[config.mk]
export PLATFORM = sky130hd
export DESIGN_NAME = rng_spawn_requester
export DESIGN_NICKNAME = d
export VERILOG_FILES = /design/src/rtl/rng_spawn_requester.sv
export SDC_FILE = /design/constraint.sdc
export NUM_CORES = 1
export LEC_CHECK = 0
export ABC_AREA = 0
export BUFFER_PORTS_ARGS = -buffer_cell sky130_fd_sc_hd__buf_2
export CORE_MARGIN = 2
export CORE_UTILIZATION = 59
export CTS_CLUSTER_SIZE = 14
export DETAILED_ROUTE_END_ITERATION = 16
export GPL_TIMING_DRIVEN = 1
export PLACE_DENSITY = 0.84
export SLEW_MARGIN = 5
export SYNTH_ARGS = -nofsm -noshare
export SYNTH_HDL_FRONTEND = slang
export SYNTH_SLANG_ARGS = --single-unit
[constraint.sdc]
create_clock -name clk -period 6.7 [get_ports clk]
set_input_delay 0.335 -clock clk [delete_from_list [all_inputs] [get_ports clk]]
set_output_delay 0.335 -clock clk [all_outputs]
set_load 0.005 [all_outputs]
[src/rtl/rng_spawn_requester.sv]
// rng_spawn_requester
//   Requests random numbers from the rng and keeps a small FIFO of spawn
//   coordinates topped up for the enemy/object spawn controller. Each request
//   is a one-cycle pulse on rng_trigger. The block then waits for a rising
//   edge on rng_ready and captures rng_num. The sample is split into x (upper
//   nibble) and y (lower nibble). Samples whose row is outside the playfield
//   are counted and discarded.
//
// Ports
//   clk          in   system clock
//   reset        in   synchronous active-low reset
//   enable       in   allow new requests to the generator
//   rng_trigger  out  to rng.trigger; its falling edge requests a number
//   rng_ready    in   from rng.ready
//   rng_num      in   from rng.rdm_num
//   spawn_valid  out  FIFO head holds a coordinate
//   spawn_x      out  head x
//   spawn_y      out  head y
//   spawn_ack    in   pops the head when spawn_valid is high
//   fill_count   out  number of stored entries
//   timeout_err  out  one-cycle pulse when a request gets no answer in time
//   drop_count   out  saturating count of rejected samples
module rng_spawn_requester #(
  parameter int FIFO_DEPTH = 4,
  parameter int TIMEOUT    = 15,
  parameter int Y_MAX      = 12
) (
  input  logic       clk,
  input  logic       reset,
  input  logic       enable,
  output logic       rng_trigger,
  input  logic       rng_ready,
  input  logic [7:0] rng_num,
  output logic       spawn_valid,
  output logic [3:0] spawn_x,
  output logic [3:0] spawn_y,
  input  logic       spawn_ack,
  output logic [3:0] fill_count,
  output logic       timeout_err,
  output logic [7:0] drop_count
);

  localparam int         PTR_W = (FIFO_DEPTH > 1) ? $clog2(FIFO_DEPTH) : 1;
  localparam logic [3:0] Y_LIM = 4'(Y_MAX);
  localparam logic [7:0] TO_LIM = 8'(TIMEOUT);
  localparam logic [3:0] FULL_CNT = 4'(FIFO_DEPTH);

  typedef enum logic [1:0] {
    S_IDLE = 2'd0,
    S_TRIG = 2'd1,
    S_WAIT = 2'd2
  } state_t;

  state_t           state;
  logic [7:0]       timer;
  logic             rng_ready_d;
  logic [7:0]       mem [FIFO_DEPTH];
  logic [PTR_W-1:0] wr_ptr;
  logic [PTR_W-1:0] rd_ptr;

  logic rdy_rise;
  logic y_ok;
  logic push;
  logic pop;
  logic full;

  // Increment that sticks at the all-ones value instead of wrapping.
  function automatic logic [7:0] sat_inc(input logic [7:0] v);
    return (v == 8'hFF) ? v : v + 8'd1;
  endfunction

  // The row nibble is compared unsigned; x needs no check.
  function automatic logic row_legal(input logic [7:0] num);
    return num[3:0] <= Y_LIM;
  endfunction

  assign rdy_rise = rng_ready & ~rng_ready_d;
  assign y_ok     = row_legal(rng_num);
  assign push     = (state == S_WAIT) && rdy_rise && y_ok;
  assign full     = (fill_count == FULL_CNT);

  assign spawn_valid = (fill_count != 4'd0);
  assign pop         = spawn_valid & spawn_ack;

  // The head is shown straight from storage. It is forced to zero while the
  // FIFO is empty, so stale or unwritten entries never reach the outputs.
  assign spawn_x = spawn_valid ? mem[rd_ptr][7:4] : 4'd0;
  assign spawn_y = spawn_valid ? mem[rd_ptr][3:0] : 4'd0;

  // Request FSM: IDLE -> TRIG (one cycle of trigger) -> WAIT -> IDLE.
  // Requests are only issued when the FIFO is not full. Only one request is
  // ever in flight, so a push can never land on a full FIFO.
  always_ff @(posedge clk) begin
    if (!reset) begin
      state       <= S_IDLE;
      rng_trigger <= 1'b0;
      timer       <= 8'd0;
      timeout_err <= 1'b0;
      drop_count  <= 8'd0;
      rng_ready_d <= 1'b0;
    end else begin
      rng_ready_d <= rng_ready;
      timeout_err <= 1'b0;
      case (state)
        S_IDLE: begin
          if (enable && !full) begin
            state       <= S_TRIG;
            rng_trigger <= 1'b1;
          end
        end
        S_TRIG: begin
          state       <= S_WAIT;
          rng_trigger <= 1'b0;
          timer       <= 8'd0;
        end
        S_WAIT: begin
          if (rdy_rise) begin
            if (!y_ok) drop_count <= sat_inc(drop_count);
            state <= S_IDLE;
          end else if (timer == TO_LIM) begin
            timeout_err <= 1'b1;
            state       <= S_IDLE;
          end else begin
            timer <= timer + 8'd1;
          end
        end
        default: begin
          state       <= S_IDLE;
          rng_trigger <= 1'b0;
        end
      endcase
    end
  end

  // FIFO control. Pointers wrap naturally because the depth is a power of two.
  always_ff @(posedge clk) begin
    if (!reset) begin
      wr_ptr     <= '0;
      rd_ptr     <= '0;
      fill_count <= 4'd0;
    end else begin
      if (push) wr_ptr <= wr_ptr + PTR_W'(1);
      if (pop)  rd_ptr <= rd_ptr + PTR_W'(1);
      case ({push, pop})
        2'b10:   fill_count <= fill_count + 4'd1;
        2'b01:   fill_count <= fill_count - 4'd1;
        default: fill_count <= fill_count;
      endcase
    end
  end

  // FIFO storage. The data path is not reset.
  always_ff @(posedge clk) begin
    if (push) mem[wr_ptr] <= rng_num;
  end

endmodule

==> results.toml, run 1 <==
[die]
io_pins = 36
floorplan.rows = 25
chipHeight_um = 73
core_area_um2 = 4660
floorplan.die.width_um = 73
floorplan.initialDensity = 0.603
design.die.area_um2 = 5330

[detailed_routing]
detail_route.wl_per_cell_um = 15.7
route.vias.total = 1937
detailed_route_drc_error_count = 0
drt_wl_total_mm = 5.13
post_route_antenna_net_violation_count = 0
routed_via_density = 5.92
drt-pass1-iter-count = 5
detailedRoute.firstIterationViolations = 102

[pwr]
combPwrFrac = 0.058
p_leak_nw = 1.21
pwr_density_nw_per_um2 = 241
irDropWorstVdd_mv = 0.163
p_clk_frac = 0.402
power.share.switching = 0.223
p_switching_w = 0.000172
p_int_w = 0.000597
seq_power_share = 0.539

[clocking]
cts_setup_buffers = 0
clock_path_buffers = 2
clock_insertion_delay_worst_skew_ns = 0.33
numCtsBuffers = 9
clk_tree_root_cell = "clkbuf_8"
hold_buffers = 0
cts_repair_resize_count = 0
clock-sinks = 63
cts_htree_levels = 3
clock_tree_from_tritoncts = "done"
clk_slew_on_worst_s_h_paths_ns = 0.07

[logic_synthesis]
synth_ff_type = "edfxtp_1"
mappedNetlistArea_um2 = 2810
netlist_instances = 232
synth_async_sr_flop_share = 0
synth_fp_nets = 254
yosys_warnings = 0
synth.lib_cells_used.distinct = 42
postSynthAreaPerCell_um2 = 12.1
ys_seq_area_frac = 0.563
synth_enable_flop_cells = 32
synth-seq-cells = 63

[cells_and_area]
diodes = 0
post-route-cell-area_um2 = 3190
multi_input_comb_area_um2 = 1150
synthToLayoutAreaGrowth_pct = 13.6
drive_gt1_frac = 0.223
nets = 290
nFillCells = 351
seq_area_um2 = 1580

[placed_design]
gpl.final_weighted_congestion = 0.861
post-dp-hpwl_mm = 3.59
io_buffers = 35
dpl-instance-area_um2 = 3000

[grt]
antenna_violations_before_repair = 0
first_global_vias = 1848
grt_overflow_total = 0
grt_pass1_wl_mm = 8.33
global_route.usage.total = 0.205
largest_net_degree_at_the_start_of_global_routing = 22

[flow_run]
cap_viol_max_count = 0

[hold_path]
hold_depth = 1
min_path_type = "in2reg"

[sta]
max_clock_freq_mhz = 367
timing.final.crit_share = 0.407
tns_ns = 0
skew_ns = 0.00690
final.min_clock_period_ns = 2.73
grt_setup_unrepaired = "false"
max-slew-margin-rel = 0.550
tightest_slew_ns = 0.674
slew_viol_final = 0
setup_viol = 0
hold_viol_final = 0

[worst_setup_path]
timing.critical_path.required_ns = 6.96
critical_path.max_fanout = 11
crit_path_category = "reg2reg"
worst_setup_path_end_kind = "flop"
start_kind = "flop"
reg2reg_depth = 9
endpoint_arrival_time_on_the_critical_path_ns = 2.98

[outcome]
run_status = "complete, no violations"
==> cell usage after synthesis, types with 2 or more instances <==
cell	n	area, µm²
nor3_1	3	15.0
or3_1	6	37.5
nor2_1	14	52.6
ha_1	9	113
edfxtp_1	32	961
mux4_2	8	180
and2_1	12	75.1
o2111ai_1	5	43.8
nand3_1	11	55.1
a31oi_1	2	12.5
inv_1	8	30.0
buf_2	2	10.0
xnor2_1	2	17.5
o21ai_0	9	45.0
xor2_1	7	61.3
o211ai_1	3	22.5
o211a_1	2	20.0
mux2i_1	4	40.0
clkbuf_1	7	26.3
or4_1	3	22.5
nand2b_1	2	12.5
nand4_1	4	25.0
a21oi_1	14	70.1
and3_1	5	31.3
nor2b_1	2	12.5
nand2_1	10	37.5
dfxtp_1	31	621
==> worst max-delay path, stage by stage, from the launching register on <==
cell,delay [ns]
dfxtp_1,0.36
or4_1,0.72
and2_1,0.29
ha_1,0.26
xor2_1,0.17
ha_1,0.19
a21oi_1,0.14
xor2_1,0.09
or3_1,0.30
a21oi_1,0.13
==> cell usage in the layout (no fill, tap or decap), types with 2 or more instances in the layout <==
master | Yosys | layout
o2111ai_1 | 5 | 5
mux2i_1 | 4 | 4
nand4_1 | 4 | 4
buf_2 | 2 | 35
clkinv_2 | 0 | 2
nor2b_1 | 2 | 2
inv_1 | 8 | 8
and3_1 | 5 | 5
a21oi_1 | 14 | 14
nor2_1 | 14 | 14
a31oi_1 | 2 | 2
xor2_1 | 7 | 7
clkbuf_8 | 0 | 9
nand3_1 | 11 | 11
edfxtp_1 | 32 | 32
ha_1 | 9 | 9
nand2_1 | 10 | 10
or3_1 | 6 | 6
xnor2_1 | 2 | 2
nand2b_1 | 2 | 2
mux4_2 | 8 | 8
nor3_1 | 3 | 3
clkinv_1 | 0 | 2
dfxtp_1 | 31 | 31
o211a_1 | 2 | 2
o21ai_0 | 9 | 9
and2_1 | 12 | 12
o211ai_1 | 3 | 3
or4_1 | 3 | 3
==> registers in the layout, indices dropped and copies added (netlist names), named ones only <==
register / count
fill_count: 4
wr_ptr: 2
mem: 32
rd_ptr: 2
timeout_err: 1
timer: 8
drop_count: 8
rng_trigger: 1
rng_ready_d: 1
state: 2
==> metrics by stage <==
stage          setup slack (ns)  utilization  total power (W)  std cells  hold WS [ns]
2_1_floorplan              4.29            -         0.000450        232         0.434
3_3_place_gp               4.08        0.645         0.000466        311         0.456
3_5_place_dp               3.98        0.645         0.000468        311         0.471
5_1_grt                    3.71        0.685         0.000797        327         0.201
4_1_cts                    3.96        0.685         0.000775        327         0.205
6_report                   3.97        0.685         0.000769        327         0.213
==> per-layer routing <==
metal,part of all wire,up-vias,GRT usage
met5,0,-,0
met4,0.0099,0,0.0885
met3,0.041,6,0.0539
met2,0.51,47,0.326
met1,0.44,937,0.263
li1,-,947,-
==> cell families (layout without fill, tap and decap cells) <==
logic type               after synthesis  count (layout)  synth area share
AO/OA/AOI/OAI                         44              44             0.110
XOR/XNOR                               9               9            0.0281
AND/OR/NAND/NOR                       77              77             0.153
multiplexers                          12              12            0.0784
flip-flops                            63              63             0.563
buffers and inverters                 18              59            0.0276
adder cells (fa/ha/maj)                9               9            0.0401
==> path summary, 6_finish.rpt <==
| kind | from | endpoint | slack [ns] |
|---|---|---|---|
| hold / removal | rng_num[7] | mem[0][7] | 0.21 |
| setup reg to reg | fill_count[0] | fill_count[2] | 3.97 |
| hold reg to reg | rng_trigger | rng_trigger | 0.48 |
| setup / recovery | fill_count[0] | fill_count[2] | 3.97 |
==> power by group through the flow <==
stage	logic, W	clock network [W]	registers, W
detailed placement	0.0000449	0	0.000423
finish	0.0000446	0.000310	0.000415
CTS	0.0000449	0.000315	0.000415
floorplan	0.0000298	0	0.000421
global placement	0.0000431	0	0.000423
global route	0.0000499	0.000332	0.000415
==> cell type report <==
type / count / area share
Timing Repair Buffer: 35 / 0.0549
Clock inverter: 7 / 0.0200
Tap cell: 54 / 0.0212
Multi-Input combinational cell: 151 / 0.360
Clock buffer: 9 / 0.0388
Sequential cell: 63 / 0.495
Inverter: 8 / 0.00941
Power figures use the tool's default switching activity.
==> run 2: changes to the inputs <==
--- a/config.mk
+++ b/config.mk
@@ -8,11 +8,11 @@
 export ABC_AREA = 0
 export BUFFER_PORTS_ARGS = -buffer_cell sky130_fd_sc_hd__buf_2
 export CORE_MARGIN = 2
-export CORE_UTILIZATION = 59
+export CORE_UTILIZATION = 57
 export CTS_CLUSTER_SIZE = 14
 export DETAILED_ROUTE_END_ITERATION = 16
 export GPL_TIMING_DRIVEN = 1
-export PLACE_DENSITY = 0.84
+export PLACE_DENSITY = 0.82
 export SLEW_MARGIN = 5
 export SYNTH_ARGS = -nofsm -noshare
 export SYNTH_HDL_FRONTEND = slang
==> constraint.sdc (replaced) <==
create_clock -name clk -period 2.85 [get_ports clk]
set_input_delay 0.1425 -clock clk [delete_from_list [all_inputs] [get_ports clk]]
set_output_delay 0.1425 -clock clk [all_outputs]
set_load 0.005 [all_outputs]
==> run 2 against run 1 <==
Hold slack worse by 0.18 ns. Wire length up 1.5%. Non-clock buffer count up 1. Register-to-register slack worse by 3.6 ns. Worst setup slack worse by 3.6 ns. Global-route usage up 0.73 points. Clock power up 110%. Cell area down 0.20%. Critical path depth unchanged.
==> results.toml, run 2 (synthesized netlist as in run 1, its figures left out) <==
[hold_path]
min_path_type = "in2reg"
min_delay_worst_endpoint = "mem[0][5]"
hold_start = "rng_num[5]"
hold_depth = 1

[cells_and_area]
largest_reg_flops = 32
nets = 291
post-route-cell-area_um2 = 3190
biggest_registers_after_layout = "mem: 32 flops, drop_count: 8 flops, timer: 8 flops"
max_flop_register = "mem"
drive_gt1_frac = 0.223
layout.cells.most_common_list = "buf_2, edfxtp_1, dfxtp_1"
synthToLayoutAreaGrowth_pct = 13.4
diodes = 0
fin_cells = 341
leading_cell_type_in_the_layout_fill_and_taps_excluded = "buf_2"

[placed_design]
io_buffers = 35
post-place-ws_ns = 0.334
post-place-cells = 325
dpl-instance-area_um2 = 3030
gpl.final_weighted_congestion = 0.784
post-dp-hpwl_mm = 3.55

[sta]
tightest_slew_ns = 0.664
slew_viol_final = 0
fin_hold_ws_ns = 0.0306
grt_setup_unrepaired = "false"
skew_ns = 0.00445
postLayoutSetupSlackWorst_ns = 0.337
tns_ns = 0
hold_viol_final = 0
max_clock_freq_mhz = 398
setup_viol = 0
final.min_clock_period_ns = 2.51
max-slew-margin-rel = 0.557
timing.final.crit_share = 0.882

[detailed_routing]
routed_via_density = 5.72
detailedRoute.firstIterationViolations = 143
detail_route.wl_per_cell_um = 15.3
route.vias.total = 1949
drt-pass1-iter-count = 4
detailed_route_drc_error_count = 0
post_route_antenna_net_violation_count = 0
drt_wl_total_mm = 5.20

[grt]
grt_pass1_wl_mm = 8.47
grt_overflow_total = 0
global_route.usage.total = 0.212
largest_net_degree_at_the_start_of_global_routing = 22
first_global_vias = 1791
antenna_violations_before_repair = 0

[worst_setup_path]
rrSetupSlack_ns = 0.34
reg2reg_depth = 9
critical_path.startpoint = "fill_count[0]"
critical_path.max_fanout = 7
timing.critical_path.required_ns = 3.11
crit_path_category = "reg2reg"
start_kind = "flop"
endpoint_arrival_time_on_the_critical_path_ns = 2.77
regToRegStartpoint = "fill_count[0]"
worst_setup_path_end_kind = "flop"
r2r-end = "fill_count[2]"

[clocking]
cts_repair_resize_count = 0
hold_buffers = 0
clock_path_buffers = 2
cts_htree_levels = 3
clk_tree_root_cell = "clkbuf_8"
cts_setup_buffers = 0
clock_tree_from_tritoncts = "done"
clock_insertion_delay_worst_skew_ns = 0.33
clk_slew_on_worst_s_h_paths_ns = 0.06
clock-sinks = 63
numCtsBuffers = 9

[pwr]
pwr_density_nw_per_um2 = 540
irDropWorstVdd_mv = 0.313
p_leak_nw = 1.20

[die]
floorplan.die.width_um = 74.2
core_area_um2 = 4720
io_pins = 36
design.die.area_um2 = 5510
chipHeight_um = 74.2
floorplan.rows = 25
floorplan.initialDensity = 0.595

[outcome]
run_status = "complete, no violations"

[flow_run]
cap_viol_max_count = 0
[run 2: worst max path at each step]
stage / end / cells past startpoint / slack, ns
after detailed placement: fill_count[2] / 9 / 0.33
final: fill_count[2] / 9 / 0.34
after CTS: fill_count[2] / 9 / 0.33
after global routing: fill_count[2] / 9 / 0.17
after floorplan: fill_count[2] / 10 / 0.44
after global placement: fill_count[2] / 9 / 0.46
[run 2: routing by layer]
layer  vias to the layer above  global-route usage  share of wire
li1                        950                   -              -
met1                       950               0.254           0.43
met2                        42               0.351           0.52
met3                         7              0.0813          0.035
met4                         0              0.0727          0.015
met5                         -                   0              0
[run 2: final cells by class]
cell class	count	area, µm²
Multi-Input combinational cell	151	1150
Fill cell	376	1540
Timing Repair Buffer	36	183
Clock inverter	4	22.5
Sequential cell	63	1580
Tap cell	67	83.8
Clock buffer	12	135
Inverter	8	30.0
[run 2: where the power goes]
group	internal, W	switching [W]
logic	0.0000486	0.0000579
registers	0.000961	0.0000136
clock network	0.000312	0.000328
[run 2: through the flow]
stage | power [W] | utilization
6_report | 0.00172 | 0.674
5_1_grt | 0.00179 | 0.674
4_1_cts | 0.00174 | 0.674
3_5_place_dp | 0.00110 | 0.641
3_3_place_gp | 0.00110 | 0.641
2_1_floorplan | 0.00106 | -
[run 2: critical path, cell delays in order, from the launching register on]
cell,delay [ns]
dfxtp_1,0.37
or4_1,0.54
and2_1,0.22
ha_1,0.26
xor2_1,0.17
ha_1,0.19
a21oi_1,0.15
xor2_1,0.09
or3_1,0.32
a21oi_1,0.14
